`src/rtl/muladd_pkg.sv`:
```
// Shared types and defaults for the muladd arbiter slice.
package muladd_pkg;

   localparam int WIDTH_DEF = 8;
   localparam int LAT_DEF   = 2;
   localparam int NREQ_MAX  = 8;

   typedef logic [$clog2(NREQ_MAX)-1:0] req_id_t;

   typedef struct packed {
      logic    valid;
      req_id_t id;
   } tag_t;

endpackage

```
`src/rtl/muladd_arbiter_rr_arbiter.sv`:
```
// Combinational rotate-priority encoder: grants the first requester strictly
// after ptr, wrapping.
module rr_arbiter
   import muladd_pkg::*;
#(
   parameter int N = 4
) (
   input  logic [N-1:0] req,
   input  req_id_t      ptr,
   output logic [N-1:0] grant,
   output req_id_t      grant_id,
   output logic         any
);

   // Scan offsets 1..N from the pointer; the first requesting index wins.
   always_comb begin
      grant    = '0;
      grant_id = '0;
      any      = 1'b0;
      for (int k = 1; k <= N; k++) begin
         for (int i = 0; i < N; i++) begin
            if (!any && req[i] && (((int'(ptr) + k) % N) == i)) begin
               grant[i] = 1'b1;
               grant_id = req_id_t'(i);
               any      = 1'b1;
            end
         end
      end
   end

endmodule

```
`src/rtl/muladd_arbiter.sv`:
```
// Round-robin front end sharing one pipelined muladd among NREQ requesters;
// a tag pipeline matched to the muladd latency routes results back.
module muladd_arbiter
   import muladd_pkg::*;
#(
   parameter int NREQ  = 4,
   parameter int WIDTH = WIDTH_DEF,
   parameter int LAT   = LAT_DEF
) (
   input  logic                  clock,
   input  logic                  reset,
   input  logic [NREQ-1:0]       req_valid,
   output logic [NREQ-1:0]       req_ready,
   input  logic [NREQ*WIDTH-1:0] req_a,
   input  logic [NREQ*WIDTH-1:0] req_b,
   input  logic [NREQ*WIDTH-1:0] req_c,
   input  logic [NREQ-1:0]       cfg_mask,
   output logic [NREQ-1:0]       rsp_valid,
   output logic [WIDTH-1:0]      rsp_y,
   output logic [WIDTH-1:0]      mad_a,
   output logic [WIDTH-1:0]      mad_b,
   output logic [WIDTH-1:0]      mad_c,
   output logic                  mad_en,
   input  logic [WIDTH-1:0]      mad_y,
   output logic                  busy,
   output logic [15:0]           grant_count
);

   logic [NREQ-1:0]  elig;
   logic [NREQ-1:0]  grant;
   req_id_t          grant_id;
   req_id_t          rr_ptr;
   logic             any;
   logic             issue;
   logic [WIDTH-1:0] hold_a, hold_b, hold_c;
   tag_t             tag_p [LAT];
   tag_t             tag_last;

   assign elig = req_valid & cfg_mask;

   rr_arbiter #(.N(NREQ)) u_rr (
      .req      (elig),
      .ptr      (rr_ptr),
      .grant    (grant),
      .grant_id (grant_id),
      .any      (any)
   );

   // A grant seen during reset is not an accepted operation.
   assign issue     = any & ~reset;
   assign req_ready = reset ? '0 : grant;

   // Operand mux: granted requester's slices on issue, last issued values otherwise.
   always_comb begin
      mad_a = hold_a;
      mad_b = hold_b;
      mad_c = hold_c;
      if (issue) begin
         for (int i = 0; i < NREQ; i++) begin
            if (grant_id == req_id_t'(i)) begin
               mad_a = req_a[i*WIDTH +: WIDTH];
               mad_b = req_b[i*WIDTH +: WIDTH];
               mad_c = req_c[i*WIDTH +: WIDTH];
            end
         end
      end
   end

   // Busy while any tag stage carries a live operation.
   always_comb begin
      busy = 1'b0;
      for (int k = 0; k < LAT; k++) begin
         busy = busy | tag_p[k].valid;
      end
   end

   assign mad_en = issue | busy;

   // Pointer, operand hold, grant counter and tag shift register.
   always_ff @(posedge clock) begin
      if (reset) begin
         rr_ptr      <= req_id_t'(NREQ - 1);
         grant_count <= '0;
         hold_a      <= '0;
         hold_b      <= '0;
         hold_c      <= '0;
         for (int k = 0; k < LAT; k++) begin
            tag_p[k] <= '0;
         end
      end else begin
         if (issue) begin
            rr_ptr <= grant_id;
            hold_a <= mad_a;
            hold_b <= mad_b;
            hold_c <= mad_c;
            if (grant_count != 16'hFFFF) begin
               grant_count <= grant_count + 16'd1;
            end
         end
         // stage 0: tag enters alongside the muladd sampling its operands
         if (mad_en) begin
            tag_p[0] <= '{valid: issue, id: grant_id};
            // stages 1..LAT-1: tag advances in lockstep with the muladd pipe
            for (int k = 1; k < LAT; k++) begin
               tag_p[k] <= tag_p[k-1];
            end
         end
      end
   end

   assign tag_last = tag_p[LAT-1];

   // Final stage steers mad_y to its owner as a single-cycle strobe.
   always_comb begin
      rsp_valid = '0;
      rsp_y     = '0;
      if (tag_last.valid && !reset) begin
         rsp_y = mad_y;
         for (int i = 0; i < NREQ; i++) begin
            if (tag_last.id == req_id_t'(i)) begin
               rsp_valid[i] = 1'b1;
            end
         end
      end
   end

endmodule

```
`config.mk`:
```
export PLATFORM = sky130hd
export DESIGN_NAME = muladd_arbiter
export DESIGN_NICKNAME = d
export VERILOG_FILES = /design/src/rtl/muladd_pkg.sv /design/src/rtl/muladd_arbiter_rr_arbiter.sv /design/src/rtl/muladd_arbiter.sv
export SDC_FILE = /design/constraint.sdc
export NUM_CORES = 1
export LEC_CHECK = 0
export ABC_AREA = 1
export BUFFER_PORTS_ARGS = -buffer_cell sky130_fd_sc_hd__clkbuf_2
export CAP_MARGIN = 20
export CORE_ASPECT_RATIO = 2
export CORE_MARGIN = 2
export CORE_UTILIZATION = 49
export CTS_BUF_LIST = sky130_fd_sc_hd__clkbuf_8
export DETAILED_ROUTE_END_ITERATION = 16
export PLACE_DENSITY = 0.88
export RECOVER_POWER = 100
export SETUP_SLACK_MARGIN = 0.5
export SLEW_MARGIN = 20
export SYNTH_ARGS = -nofsm -noshare
export SYNTH_HDL_FRONTEND = slang
export SYNTH_SLANG_ARGS = --single-unit
```
`constraint.sdc`:
```
create_clock -name clock -period 4.9 [get_ports clock]
set_input_delay 1.225 -clock clock [delete_from_list [all_inputs] [get_ports clock]]
set_output_delay 1.225 -clock clock [all_outputs]
set_load 0.01 [all_outputs]
```
==> run_results.csv <==
group,metric,value,unit
final_layout,antenna_cells,0,
yosys,yosysSeqAreaShare,0.281,
critical_path,worstPathRequired,3.67,ns
final_layout,syn2layout_area_growth,65.6,%
yosys,ys_ff_latch,48,
power,p_per_area,326,nW/um2
yosys,yosysMostFrequentCell,"nand2_1",
flow_run,maxCapViolCount,0,
route,drt_iter0_drc,458,
yosys,synth-edff-count,6,
final_layout,fin_nets,948,
die,pin_count,172,
critical_path,cp_data_arrival_time,3.71,ns
power,max-vdd-ir-drop,0.338,mV
power,power.share.combinational,0.620,
clock_tree,root_buffer,"clkbuf_8",
yosys,synthTopCellsByArea,"dfxtp_1 (23%), nand2_1 (18%), nand4_1 (7.6%)",
timing,timing.slew.headroom,0.695,
power,p_seq_frac,0.244,
timing,hold_ws,0.507,ns
route,drc_errors,0,
critical_path,crit_chain,"buf_8 -> nand2_8 -> clkinv_8 -> nand2_8 -> nand2_4 -> nor2_4 -> nand4_1 -> nor2_2 -> nand4_4 -> nor2_4 -> nand3_2 -> nor2_4 -> nand3_4 -> nand2_4 -> buf_6 -> buf_12 -> buf_8 -> nand2_1 -> nand4_1 -> nand3_1 -> nand3_1 -> nand2_1 -> inv_1 -> buf_2",
clock_tree,clockBufferDepth,2,
timing,min_period,4.94,ns
route,drt_pre_antenna_iters,7,
global_routing,grt_pass1_wl,22.5,mm
die,rows,44,
placed_design,hpwl,9.51,mm
die,dieArea,8170,um2
die,fp.dieH,126,um
route,num_vias,5409,
critical_path,cp_max_fo,6,
placed_design,dp_cells,855,
placed_design,pre_cts_slack,0.0181,ns
timing,drv_slew,0,
critical_path,cp-start-kind,"input port",
run_status,violations,"negative setup slack",
yosys,syn-cell-area,3640,um2
die,start_util,0.505,
yosys,yosys.area.top_type_share,0.231,
timing,skew,0.00699,ns
critical_path,rrSetupSlack,0.50,ns
final_layout,layoutNonFillerInstCount,926,
global_routing,grt_max_degree,41,
yosys,ys.flop_type,"dfxtp_1",
timing,worst_slew_pin_slew,0.458,ns
global_routing,grt_pass1_vias,5063,
yosys,async_flop_share,0,
route,via_per_inst,5.84,
power,total_leakage_power,2.98,nW
clock_tree,clkSinkCount,48,
global_routing,antenna_found_initial,0,
critical_path,cp_top_family,"simple AND/OR/NAND/NOR gates",
power,power_frac_clock,0.136,
timing,min_period_over_period,1.01,
clock_tree,clkLatencyLatePin,0.32,ns
clock_tree,clk_pin_slew,0.10,ns
timing,fmax,0.203,GHz
route,ant_nets,0,
die,core_area,7210,um2
route,wl_per_cell,17.3,um
final_layout,drive_above_1_share,0.470,
timing,layout_setup_ws,-0.0371,ns
die,die_width,64.9,um
clock_tree,cts_tree,"yes",
critical_path,timing.critical_path.buf_inv,7,
placed_design,place_congestion,0.967,
yosys,synth_largest_area_cell,"dfxtp_1",
yosys,synthDistinctLibCells,39,
yosys,synth.net_count,717,
critical_path,crit_path_end_kind,"output port",
critical_path,worst_path_max_delay_cell,"nor2_2",
yosys,synth_warnings,0,
route,drt-total-wl,16.0,mm
clock_tree,h-tree-depth,2,
critical_path,crit_top_cell,"nor2_4",
clock_tree,numCtsBuffers,5,
timing,setup_violations,4,
global_routing,overflow,0,
power,p_sw_frac,0.423,
timing,hold_violations,0,
timing,fin_tns_setup,-0.104,ns
critical_path,cp_slowest_stage_delay,0.20,ns
run_status,status,"finished with violations",
yosys,synthCells,602,
timing,rsz0062_at_grt,"yes",
global_routing,grt_util_all_layers,0.350,
yosys,synthTopCellsByCount,"nand2_1 (175), nor2_1 (72), inv_1 (54)",
min_path,worst_hold_path_type,"reg2reg",
yosys,synth_area_per_cell,6.05,um2
placed_design,portBuffers,171,
power,internal_power,1.13,mW
critical_path,critical_path_class,"in2out",
power,p_switching,832,uW
## flip-flops by register name (all words and copies together), names as in the netlist
register	flops
grant_count	16
hold_a	8
hold_b	8
hold_c	8
rr_ptr	2
tag_p	6
## tightest hold or removal path, cell delays in order (launching register included)
cell and delay [ns]:
dfxtp_1 0.32, nand2_1 0.08, a21oi_1 0.07
## area by class of cell
| type | instances | area, um2 |
|---|---|---|
| clock buffer | 6 | 82.6 |
| clock inverter | 2 | 13.8 |
| fill | 430 | 1180 |
| inverter | 68 | 298 |
| multi-input combinational | 459 | 2660 |
| sequential | 48 | 1020 |
| tap | 92 | 115 |
| timing repair buffer | 250 | 1820 |
| timing repair inverter | 1 | 16.3 |
## metrics by stage
stage | util | power [mW] | area, um2
after floorplan | - | 0.963 | 3730
after global placement | 0.655 | 1.20 | 4720
after detailed placement | 0.655 | 1.22 | 4720
after CTS | 0.769 | 1.69 | 5550
after global routing | 0.836 | 2.05 | 6030
final | 0.836 | 1.97 | 6030
## repair_timing
item,in CTS,in global routing
endpoints found under the setup margin,26,28
setup buffers,46,12
hold buffers,0,0
cloned,4,1
pin swaps,18,51
gates resized for setup,70,126
## final timing paths
check,start,endpoint,cells past startpoint
setup / recovery,cfg_mask[1],mad_b[4],24
hold / removal,hold_b[5],hold_b[5],2
setup reg to reg,rr_ptr[0],hold_c[6],37
hold reg to reg,hold_b[5],hold_b[5],2
## power groups by stage
stage	Sequential, mW	Clock (mW)	Combinational [mW]
after global placement	0.481	0	0.723
after floorplan	0.475	0	0.488
final	0.480	0.268	1.22
after detailed placement	0.482	0	0.733
after CTS	0.474	0.263	0.949
after global routing	0.483	0.281	1.29
## routing by layer
layer  up-vias  GRT usage  share of wire
met4         0      0.272          0.099
met2       455      0.625           0.50
met1      2406      0.343           0.31
met3       150     0.0580          0.088
met5         -          0              0
li1       2398          -              -
## cell usage in the layout, fill, tap and decap left out, types with 17 or more instances in the layout
| cell | instances |
|---|---|
| a21oi_1 | 30 |
| buf_4 | 39 |
| buf_6 | 36 |
| clkbuf_1 | 17 |
| clkbuf_2 | 125 |
| dfxtp_1 | 42 |
| inv_1 | 45 |
| nand2_1 | 125 |
| nand2_2 | 36 |
| nand3_1 | 27 |
| nand3_2 | 18 |
| nand4_1 | 44 |
| nor2_1 | 66 |
| or2_2 | 31 |
## cell families (layout without fill, tap and decap cells)
kind of cell,count (synthesis),after routing,synth area share
AO/OA/AOI/OAI,41,41,0.0581
flip-flops,48,48,0.281
buffers and inverters,95,327,0.110
adder cells (fa/ha/maj),1,1,0.00344
AND/OR/NAND/NOR,412,412,0.536
XOR/XNOR,5,5,0.0120
Note: power is estimated with default switching activity, not from simulation.
